$ cat src/rtl/tdm_burst_scheduler.sv
// Strict TDM burst scheduler: one channel is examined per cycle, and a granted channel
// streams BURST_LEN words into the shared FIFO through a registered write port.
module tdm_burst_scheduler #(
  parameter int N_CH       = 4,
  parameter int WIDTH      = 8,
  parameter int DEPTH      = 16,
  parameter int BURST_LEN  = 4,
  parameter int GAP_CYCLES = 1,
  parameter int STALL_MAX  = 8,
  localparam int CW   = (N_CH > 1) ? $clog2(N_CH) : 1,
  localparam int CNTW = $clog2(DEPTH) + 1
) (
  input  logic                  clk,
  input  logic                  rst,
  input  logic [N_CH-1:0]       ch_req,
  input  logic [N_CH-1:0]       ch_valid,
  input  logic [N_CH*WIDTH-1:0] ch_data,
  output logic [N_CH-1:0]       ch_ready,
  input  logic [CNTW-1:0]       fifo_count,
  output logic                  fifo_wen,
  output logic [WIDTH-1:0]      fifo_din,
  output logic                  busy,
  output logic [CW-1:0]         cur_ch,
  output logic                  burst_done,
  output logic                  burst_abort
);

  localparam int BW = $clog2(BURST_LEN) + 1;
  localparam int SW = $clog2(STALL_MAX) + 1;
  localparam int GW = $clog2(GAP_CYCLES) + 1;

  typedef enum logic [1:0] {SCAN, BURST, GAP} state_t;

  state_t             state, state_d;
  logic [CW-1:0]      ptr, ptr_d, cur_ch_d;
  logic [BW-1:0]      beat_cnt, beat_cnt_d;
  logic [SW-1:0]      stall_cnt, stall_cnt_d;
  logic [GW-1:0]      gap_cnt, gap_cnt_d;
  logic               wen_d, done_d, abort_d;
  logic [WIDTH-1:0]   din_d;

  logic [N_CH-1:0][WIDTH-1:0] ch_word;
  logic [CNTW-1:0]            free;
  logic                       grant_ok, beat;

  // ready is decoded from registered state only, so it never depends on ch_valid
  for (genvar i = 0; i < N_CH; i++) begin : g_lane
    assign ch_word[i]  = ch_data[i*WIDTH +: WIDTH];
    assign ch_ready[i] = (state == BURST) && (cur_ch == CW'(i));
  end

  function automatic logic [CW-1:0] wrap_inc(input logic [CW-1:0] p);
    return (p == CW'(N_CH - 1)) ? '0 : p + CW'(1);
  endfunction

  assign free     = CNTW'(DEPTH) - fifo_count;
  assign grant_ok = ch_req[ptr] && (free >= CNTW'(BURST_LEN));
  assign beat     = ch_valid[cur_ch] && ch_ready[cur_ch];
  assign busy     = (state != SCAN);

  always_comb begin
    state_d     = state;
    ptr_d       = ptr;
    cur_ch_d    = cur_ch;
    beat_cnt_d  = beat_cnt;
    stall_cnt_d = stall_cnt;
    gap_cnt_d   = gap_cnt;
    wen_d       = 1'b0;
    din_d       = fifo_din;
    done_d      = 1'b0;
    abort_d     = 1'b0;
    case (state)
      SCAN: begin
        if (grant_ok) begin
          state_d     = BURST;
          cur_ch_d    = ptr;
          beat_cnt_d  = '0;
          stall_cnt_d = '0;
        end else begin
          ptr_d = wrap_inc(ptr);
        end
      end
      BURST: begin
        if (beat) begin
          wen_d       = 1'b1;
          din_d       = ch_word[cur_ch];
          beat_cnt_d  = beat_cnt + BW'(1);
          stall_cnt_d = '0;
          if (beat_cnt == BW'(BURST_LEN - 1)) begin
            state_d   = GAP;
            gap_cnt_d = '0;
            done_d    = 1'b1;
          end
        end else if (stall_cnt == SW'(STALL_MAX - 1)) begin
          state_d   = GAP;
          gap_cnt_d = '0;
          abort_d   = 1'b1;
        end else begin
          stall_cnt_d = stall_cnt + SW'(1);
        end
      end
      GAP: begin
        // restart just past the served channel so it drops to lowest priority
        if (gap_cnt == GW'(GAP_CYCLES - 1)) begin
          state_d = SCAN;
          ptr_d   = wrap_inc(cur_ch);
        end else begin
          gap_cnt_d = gap_cnt + GW'(1);
        end
      end
      default: state_d = SCAN;
    endcase
  end

  always_ff @(posedge clk) begin
    if (rst) begin
      state       <= SCAN;
      ptr         <= '0;
      cur_ch      <= '0;
      beat_cnt    <= '0;
      stall_cnt   <= '0;
      gap_cnt     <= '0;
      fifo_wen    <= 1'b0;
      fifo_din    <= '0;
      burst_done  <= 1'b0;
      burst_abort <= 1'b0;
    end else begin
      state       <= state_d;
      ptr         <= ptr_d;
      cur_ch      <= cur_ch_d;
      beat_cnt    <= beat_cnt_d;
      stall_cnt   <= stall_cnt_d;
      gap_cnt     <= gap_cnt_d;
      fifo_wen    <= wen_d;
      fifo_din    <= din_d;
      burst_done  <= done_d;
      burst_abort <= abort_d;
    end
  end

endmodule

$ cat config.mk
export PLATFORM = sky130hd
export DESIGN_NAME = tdm_burst_scheduler
export DESIGN_NICKNAME = d
export VERILOG_FILES = /design/src/rtl/tdm_burst_scheduler.sv
export SDC_FILE = /design/constraint.sdc
export NUM_CORES = 1
export LEC_CHECK = 0
export ABC_AREA = 0
export CAP_MARGIN = 20
export CORE_ASPECT_RATIO = 1.5
export CORE_MARGIN = 8
export CORE_UTILIZATION = 37
export DETAILED_ROUTE_END_ITERATION = 8
export PLACE_DENSITY_LB_ADDON = 0.3
export SYNTH_ARGS = -nofsm -noshare
export SYNTH_HDL_FRONTEND = slang
export SYNTH_SLANG_ARGS = --single-unit
$ cat constraint.sdc
create_clock -name clk -period 6.1 [get_ports clk]
set_input_delay 1.525 -clock clk [delete_from_list [all_inputs] [get_ports clk]]
set_output_delay 1.525 -clock clk [all_outputs]
set_load 0.005 [all_outputs]
==> results.yml, run 1 <==
power_and_ir_drop:
  p_leak_nw: 0.855
  p_total_mw: 0.455
  comb_power_share_pct: 28.3
  vdd_ir_drop_max_mv: 0.144
  p_sw_share_pct: 25.7
  p_int_mw: 0.338
  p_per_area_nw_per_um2: 216
  seq_power_share_pct: 40.7
  clock_power_share_pct: 31.0
  p_sw_mw: 0.117
place:
  dpl_cell_area_um2: 2040
  gp_congestion: 0.776
  portBuffers: 64
  detailed_place_hpwl_um: 3060
layout:
  drive_gt1_share_pct: 7.43
  fin_util_pct: 58.3
  areaGrowthSynthToFinish_pct: 54.0
  diodes: 0
  fin_area_um2: 2110
  fin_nets: 258
timing:
  maxSlewHeadroom_pct: 45.2
  rsz0062_at_grt: "false"
  setup_tns_ns: 0
  skew_ns: 0.00201
  whs_ns: 0.498
  setup_viol: 0
  fin_crit_ns: 3.67
  tightest_slew_ns: 0.821
  hold_viol: 0
  finalMaxSlewViolations: 0
  timing.fmax_mhz: 272
  finalCritPeriodShare_pct: 60.2
synth:
  syn_area_um2: 1370
  synth_compound_area_share_pct: 9.23
  synth-edff-count: 0
  synthAdderAreaFrac_pct: 7.31
  synth-xor-area-share_pct: 0
  synth_top_family_by_area: "multiplexers"
  yosys.area_share.simple_pct: 20.5
  ys_seq_area_share_pct: 35.1
  synth-warning-count: 0
  avgSynthCellArea_um2: 9.78
  ys_async_sr_fraction_pct: 0
  ys_types: 32
  ys_ff_latch: 24
  synthMuxAreaShare_pct: 24.3
  synth_ff_type: "dfxtp_1"
  synthCells: 140
  synth_nets: 195
clock_network:
  clock_latency_ns: 0.27
  clock_sinks: 24
  clockBufferDepth: 2
  cts.clk_slew.worst_paths_ns: 0.09
  clockRootBuffer: "clkbuf_8"
  cts_tree: "done"
  post_cts_resized: 0
  cts_htree_levels: 1
  cts_setup_buffers: 0
  cts_hold_buf: 0
  cts_buffers: 3
floorplanning:
  pin_count: 65
  fp.dieW_um: 65.7
  die_h_um: 90.5
  die_area_um2: 5940
  fp-row-count: 27
  initial_core_util_pct: 37.9
  core-area_um2: 3610
setup_path:
  required_ns: 4.58
  ff2ff_path_depth: 6
  cp-endpoint: "ch_ready[0]"
  reg2reg_slack_ns: 3.48
  rr_endpoint: "state[0]"
  cp.arrival_ns: 2.15
  cp-end-kind: "output pin"
  cp_max_fo: 18
  worstSetupStartpoint: "cur_ch[0]"
  startpoint_type: "register"
  critical_path_class: "reg -> out"
  rr_startpoint: "cur_ch[0]"
worst_hold_path:
  hold_path_class: "reg -> reg"
global_route:
  track_usage_pct: 13.5
  grt_pass1_wl_um: 6520
  grt_antenna_before_repair: 0
  gr-total-overflow: 0
  grt_max_degree: 19
  grt_pass1_vias: 1440
detailed_routing:
  dr_total_vias: 1310
  wl_um: 3790
  dr.pass1.iters: 4
  drc_errors: 0
  ant_nets: 0
  drt-initial-drc-count: 60
  wire_per_inst_um: 15.5
  vias_per_cell: 5.35
run_status:
  outcome: "completed"
run:
  maxCapViolations: 0
[layer usage]
metal / GRT usage, % / vias to the layer above / wire length [um]
met5: 0 / - / 0
met4: 5.67 / 0 / 78
met3: 5.09 / 7 / 321
met2: 23.0 / 46 / 1940
met1: 14.1 / 618 / 1450
li1: - / 639 / -
[state kept, by name, indices dropped and copies added (netlist names)]
signal,flops
fifo_din,8
burst_abort,1
state,2
stall_cnt,4
fifo_wen,1
burst_done,1
beat_cnt,3
cur_ch,2
ptr,2
[worst min-delay path by stage]
stage,from,end,slack (ns),depth (start not counted)
final,beat_cnt[0],beat_cnt[0],0.50,2
after global routing,beat_cnt[0],beat_cnt[0],0.54,2
after CTS,beat_cnt[0],beat_cnt[0],0.50,2
after detailed placement,beat_cnt[0],beat_cnt[0],0.49,2
after global placement,beat_cnt[0],beat_cnt[0],0.47,2
after floorplan,beat_cnt[0],beat_cnt[0],0.46,2
[logic make-up after synthesis]
kind of cell,after synthesis
simple gates,54
flops,24
mux,22
compound gates,20
buf+inv,12
fa+ha+maj,8
[placed cells by master (no fill, tap or decap)]
master,n
o211ai_1,1
nand4bb_1,1
a41o_1,1
nor2b_1,1
and3b_1,1
clkdlybuf4s50_1,64
and3_2,1
or3_1,1
ha_1,8
nor2_1,18
clkbuf_8,3
dfxtp_1,24
nand4_1,2
mux2i_1,13
nor4_1,2
a31oi_1,3
inv_1,6
o21ai_0,6
nand2_1,6
and3_1,1
o211a_1,1
nand4b_1,2
and2_1,6
nor3_1,3
nand3_1,6
o311ai_0,2
a21oi_1,5
or2_2,1
nand2b_1,2
mux4_2,9
a21o_1,1
bufinv_16,1
[stage by stage]
stage | instances | setup WS [ns]
after floorplan | 140 | 3.37
after global placement | 241 | 2.78
after detailed placement | 241 | 2.71
after CTS | 245 | 2.39
after global routing | 245 | 2.18
final | 245 | 2.43
[synth_stat cells (3+ instances only)]
master | n | area [um^2]
nand2_1 | 6 | 22.5
a31oi_1 | 3 | 18.8
nor3_1 | 3 | 15.0
a21oi_1 | 5 | 25.0
nand3_1 | 6 | 30.0
inv_1 | 6 | 22.5
mux4_2 | 9 | 203
nor2_1 | 18 | 67.6
and2_1 | 6 | 37.5
dfxtp_1 | 24 | 480
ha_1 | 8 | 100
mux2i_1 | 13 | 130
buf_2 | 3 | 15.0
o21ai_0 | 6 | 30.0
[area by class of cell]
cell class,count,area [um^2]
clock inverter,1,30.0
fill,306,1510
inverter,6,22.5
multi-input combinational,104,840
clock buffer,3,41.3
tap,43,53.8
sequential,24,480
timing repair buffer,64,641
[power groups by stage]
| stage | sequential [mW] | combinational (mW) | clock (mW) |
|---|---|---|---|
| 4_1_cts | 0.185 | 0.130 | 0.144 |
| 3_5_place_dp | 0.189 | 0.129 | 0 |
| 5_1_grt | 0.188 | 0.142 | 0.150 |
| 6_report | 0.185 | 0.128 | 0.141 |
| 2_1_floorplan | 0.183 | 0.0722 | 0 |
| 3_3_place_gp | 0.188 | 0.125 | 0 |
[worst max-delay path: stages (launching register included)]
cell	delay, ns
dfxtp_1	0.86
inv_1	0.17
ha_1	0.26
and2_1	0.14
clkdlybuf4s50_1	0.44
(Power assumes the default switching activity.)
==> run 2: changes to the inputs <==
==> constraint.sdc (replaced) <==
create_clock -name clk -period 3.5 [get_ports clk]
set_input_delay 0.875 -clock clk [delete_from_list [all_inputs] [get_ports clk]]
set_output_delay 0.875 -clock clk [all_outputs]
set_load 0.005 [all_outputs]
==> results.yml, run 2 (synthesized netlist as in run 1, its figures left out) <==
setup_path:
  cp.arrival_ns: 1.98
  ff2ff_path_depth: 7
  cpMaxStageDelayCell: "dfxtp_1"
  required_ns: 2.62
  startpoint_type: "register"
  rr_endpoint: "state[0]"
  cp_max_fo: 17
  rr_startpoint: "cur_ch[1]"
  reg2reg_slack_ns: 1.07
  path_cells: "ha_1, and2_1, clkdlybuf4s50_1"
  cp-end-kind: "output pin"
  critical_path_class: "reg -> out"
  cp_slowest_stage_delay_ns: 0.73
detailed_routing:
  vias_per_cell: 5.44
  dr_total_vias: 1339
  drc_errors: 0
  highest_layer: "met4"
  route.met3.wl_um: 327
  dr.pass1.iters: 4
  drt-initial-drc-count: 51
  ant_nets: 0
  wl_met2_um: 2150
  met1Wirelength_um: 1410
  wire_per_inst_um: 16.0
  wl_um: 3950
timing:
  setup_viol: 0
  finalMaxSlewViolations: 0
  tightest_slew_ns: 0.755
  maxSlewHeadroom_pct: 49.7
  timing.fmax_mhz: 351
  rsz0062_at_grt: "false"
  skew_ns: 0.00361
  setup_tns_ns: 0
  hold_viol: 0
  fin_crit_ns: 2.85
  finalCritPeriodShare_pct: 81.4
place:
  gp_congestion: 0.732
  portBuffers: 64
  dpl_cell_area_um2: 2040
  detailed_place_hpwl_um: 3220
  dp_cells: 242
layout:
  fin_util_pct: 58.1
  mostFrequentLayoutCell: "clkdlybuf4s50_1"
  areaGrowthSynthToFinish_pct: 53.4
  largest_reg_flops: 8
  fin_nets: 259
  fin_area_um2: 2100
  top_register: "fifo_din"
  num-fill-cells: 311
  largestRegisters: "fifo_din x8, stall_cnt x4, beat_cnt x3"
  final_cell_mix: "clkdlybuf4s50_1 (64), dfxtp_1 (24), nor2_1 (18)"
  fin_cells: 246
  drive_gt1_share_pct: 7.88
  diodes: 0
run_status:
  outcome: "completed"
worst_hold_path:
  hp-start: "beat_cnt[0]"
  hold_path_class: "reg -> reg"
  hold_path_depth: 2
  hold_end: "beat_cnt[0]"
floorplanning:
  die_h_um: 90.5
  core-area_um2: 3610
  die_area_um2: 5940
  initial_core_util_pct: 37.9
  fp-row-count: 27
  pin_count: 65
  fp.dieW_um: 65.7
global_route:
  grt_pass1_vias: 1485
  grt_antenna_before_repair: 0
  track_usage_pct: 14.0
  gr-total-overflow: 0
  grt_max_degree: 19
  grt_pass1_wl_um: 6780
clock_network:
  cts_htree_levels: 1
  post_cts_resized: 0
  cts_buffers: 3
  cts.clk_slew.worst_paths_ns: 0.08
  cts_tree: "done"
  cts_setup_buffers: 0
  clockBufferDepth: 2
  clock_latency_ns: 0.27
  cts_hold_buf: 0
  clock_sinks: 24
  clockRootBuffer: "clkbuf_8"
power_and_ir_drop:
  p_leak_nw: 0.854
  p_total_mw: 0.741
  p_per_area_nw_per_um2: 353
  vdd_ir_drop_max_mv: 0.227
run:
  maxCapViolations: 0
-- run 2: power breakdown --
part           internal, mW  leakage, nW  total, mW  switching [mW]
sequential            0.294        0.195      0.316          0.0212
combinational         0.143        0.630      0.236          0.0929
clock                 0.101       0.0288      0.189          0.0887
-- run 2: per-stage QoR --
stage                     hold slack (ns)  setup WS, ns
final                               0.498         0.650
after detailed placement            0.487         0.887
after CTS                           0.505         0.625
after floorplan                     0.456          1.41
after global routing                0.537         0.515
after global placement              0.468         0.947
-- run 2: worst max-delay path: cells and delay by family, from the launching register on --
kind                     cells  cell delay, ns
flip-flops                   1            0.73
buffers and inverters        1            0.51
adder cells (fa/ha/maj)      1            0.32
AND/OR/NAND/NOR              1            0.14
-- run 2: worst max path at each step --
stage | from | end | slack, ns | cells past startpoint
2_1_floorplan | cur_ch[0] | fifo_din[0] | 1.41 | 9
3_3_place_gp | ch_valid[2] | beat_cnt[0] | 0.95 | 5
3_5_place_dp | ch_valid[2] | state[0] | 0.89 | 6
4_1_cts | cur_ch[1] | ch_ready[0] | 0.63 | 4
5_1_grt | cur_ch[1] | ch_ready[3] | 0.51 | 3
6_report | cur_ch[1] | ch_ready[3] | 0.65 | 3
-- run 2: layout make-up --
| class | count | area, um^2 | share of cell area (%) |
|---|---|---|---|
| clock buffers | 4 | 55.1 | 2.62 |
| well taps | 43 | 53.8 | 2.56 |
| multi-input cells | 104 | 840 | 40.0 |
| inverters | 6 | 22.5 | 1.07 |
| flip-flops and latches | 24 | 480 | 22.9 |
| repair buffers | 65 | 648 | 30.9 |
-- run 2: per-layer routing --
metal	GRT usage (%)	up-vias
met5	0	-
met4	4.94	0
met3	4.97	5
met2	25.4	52
met1	13.9	640
li1	-	642
==> run 3: changes to the inputs <==
==> constraint.sdc (replaced) <==
create_clock -name clk -period 2.5 [get_ports clk]
set_input_delay 0.625 -clock clk [delete_from_list [all_inputs] [get_ports clk]]
set_output_delay 0.625 -clock clk [all_outputs]
set_load 0.005 [all_outputs]
==> results.yml, run 3 (synthesized netlist as in run 1, its figures left out) <==
timing:
  finalMaxSlewViolations: 0
  fin_crit_ns: 2.32
  setup_viol: 0
  timing.fmax_mhz: 431
  rsz0062_at_grt: "false"
  tightest_slew_ns: 0.533
  maxSlewHeadroom_pct: 64.2
  setup_tns_ns: 0
  hold_viol: 0
  finalCritPeriodShare_pct: 92.9
  skew_ns: 0.00462
detailed_routing:
  dr_total_vias: 1326
  drc_errors: 0
  vias_per_cell: 5.33
  ant_nets: 0
  wl_um: 3790
  dr.pass1.iters: 4
  drt-initial-drc-count: 19
  wire_per_inst_um: 15.2
clock_network:
  clockBufferDepth: 2
  cts_tree: "done"
  cts_buffers: 3
  cts_htree_levels: 1
  clockRootBuffer: "clkbuf_8"
  cts_hold_buf: 0
  cts.clk_slew.worst_paths_ns: 0.08
  clock_sinks: 24
  cts_setup_buffers: 0
  clock_latency_ns: 0.26
  post_cts_resized: 0
run:
  maxCapViolations: 0
global_route:
  track_usage_pct: 13.1
  grt_pass1_vias: 1424
  grt_max_degree: 15
  grt_pass1_wl_um: 6360
  gr-total-overflow: 0
  grt_antenna_before_repair: 0
floorplanning:
  core-area_um2: 3610
  fp.dieW_um: 65.7
  pin_count: 65
  initial_core_util_pct: 37.9
  die_h_um: 90.5
  die_area_um2: 5940
  fp-row-count: 27
setup_path:
  cp-end-kind: "output pin"
  critical_path_class: "reg -> out"
  cp.arrival_ns: 1.70
  ff2ff_path_depth: 6
  required_ns: 1.88
  startpoint_type: "register"
  cp_max_fo: 6
power_and_ir_drop:
  p_leak_nw: 0.875
  p_per_area_nw_per_um2: 518
  vdd_ir_drop_max_mv: 0.354
layout:
  final_cell_mix: "clkdlybuf4s50_1 (64), dfxtp_1 (24), nor2_1 (18)"
  diodes: 0
  fin_nets: 262
  num-fill-cells: 309
  largest_reg_flops: 8
  largestRegisters: "fifo_din x8, stall_cnt x4, beat_cnt x3"
  drive_gt1_share_pct: 9.22
  areaGrowthSynthToFinish_pct: 56.2
  mostFrequentLayoutCell: "clkdlybuf4s50_1"
  fin_util_pct: 59.2
  top_register: "fifo_din"
worst_hold_path:
  hold_path_class: "reg -> reg"
  hold_path_depth: 2
run_status:
  outcome: "completed"
place:
  portBuffers: 64
  gp_congestion: 0.730
  detailed_place_hpwl_um: 3160
[run 3: cell types whose count changed in the layout (fill, tap and decap cells not counted)]
cell | previous run | this run
buf_4 | 1 | 4
bufinv_16 | 0 | 1
clkbuf_8 | 4 | 3
[run 3: metrics by stage]
stage	setup WS, ns	area (um^2)	power, mW	hold WS [ns]	cells
3_3_place_gp	0.245	2070	0.771	0.467	245
3_5_place_dp	0.192	2070	0.782	0.488	245
4_1_cts	0.182	2140	1.12	0.500	249
6_report	0.178	2140	1.11	0.503	249
2_1_floorplan	0.411	1370	0.622	0.456	140
5_1_grt	0.0610	2140	1.17	0.539	249
[run 3: area by class of cell]
type                       instances  area, um^2  area share, %
clock buffer                       3        41.3           1.93
clock inverter                     1        30.0           1.40
inverter                           6        22.5           1.05
multi-input combinational        104         840           39.3
sequential                        24         480           22.5
tap                               43        53.8           2.52
timing repair buffer              68         671           31.4
[run 3: worst paths after layout]
path                from      endpoint  slack [ns]
min reg2reg  beat_cnt[0]   beat_cnt[0]        0.50
max reg2reg    cur_ch[0]  stall_cnt[3]        0.52
max             state[0]   ch_ready[3]        0.18
min          beat_cnt[0]   beat_cnt[0]        0.50
[run 3: report_power, final]
| group | internal [mW] | switching [mW] |
|---|---|---|
| clock network | 0.214 | 0.121 |
| logic | 0.203 | 0.129 |
| registers | 0.412 | 0.0277 |
| total | 0.829 | 0.278 |
[run 3: worst max-delay path: stages (launching register included)]
cell and delay [ns]:
dfxtp_1 0.41, nor2b_1 0.31, and2_1 0.19, clkdlybuf4s50_1 0.52
[run 3: metal layers]
layer | vias to the layer above | track usage [%] | part of all wire (%)
met5 | - | 0 | 0
li1 | 643 | - | -
met1 | 630 | 12.4 | 36
met4 | 0 | 4.75 | 1.2
met3 | 6 | 5.71 | 9.4
met2 | 47 | 23.6 | 54
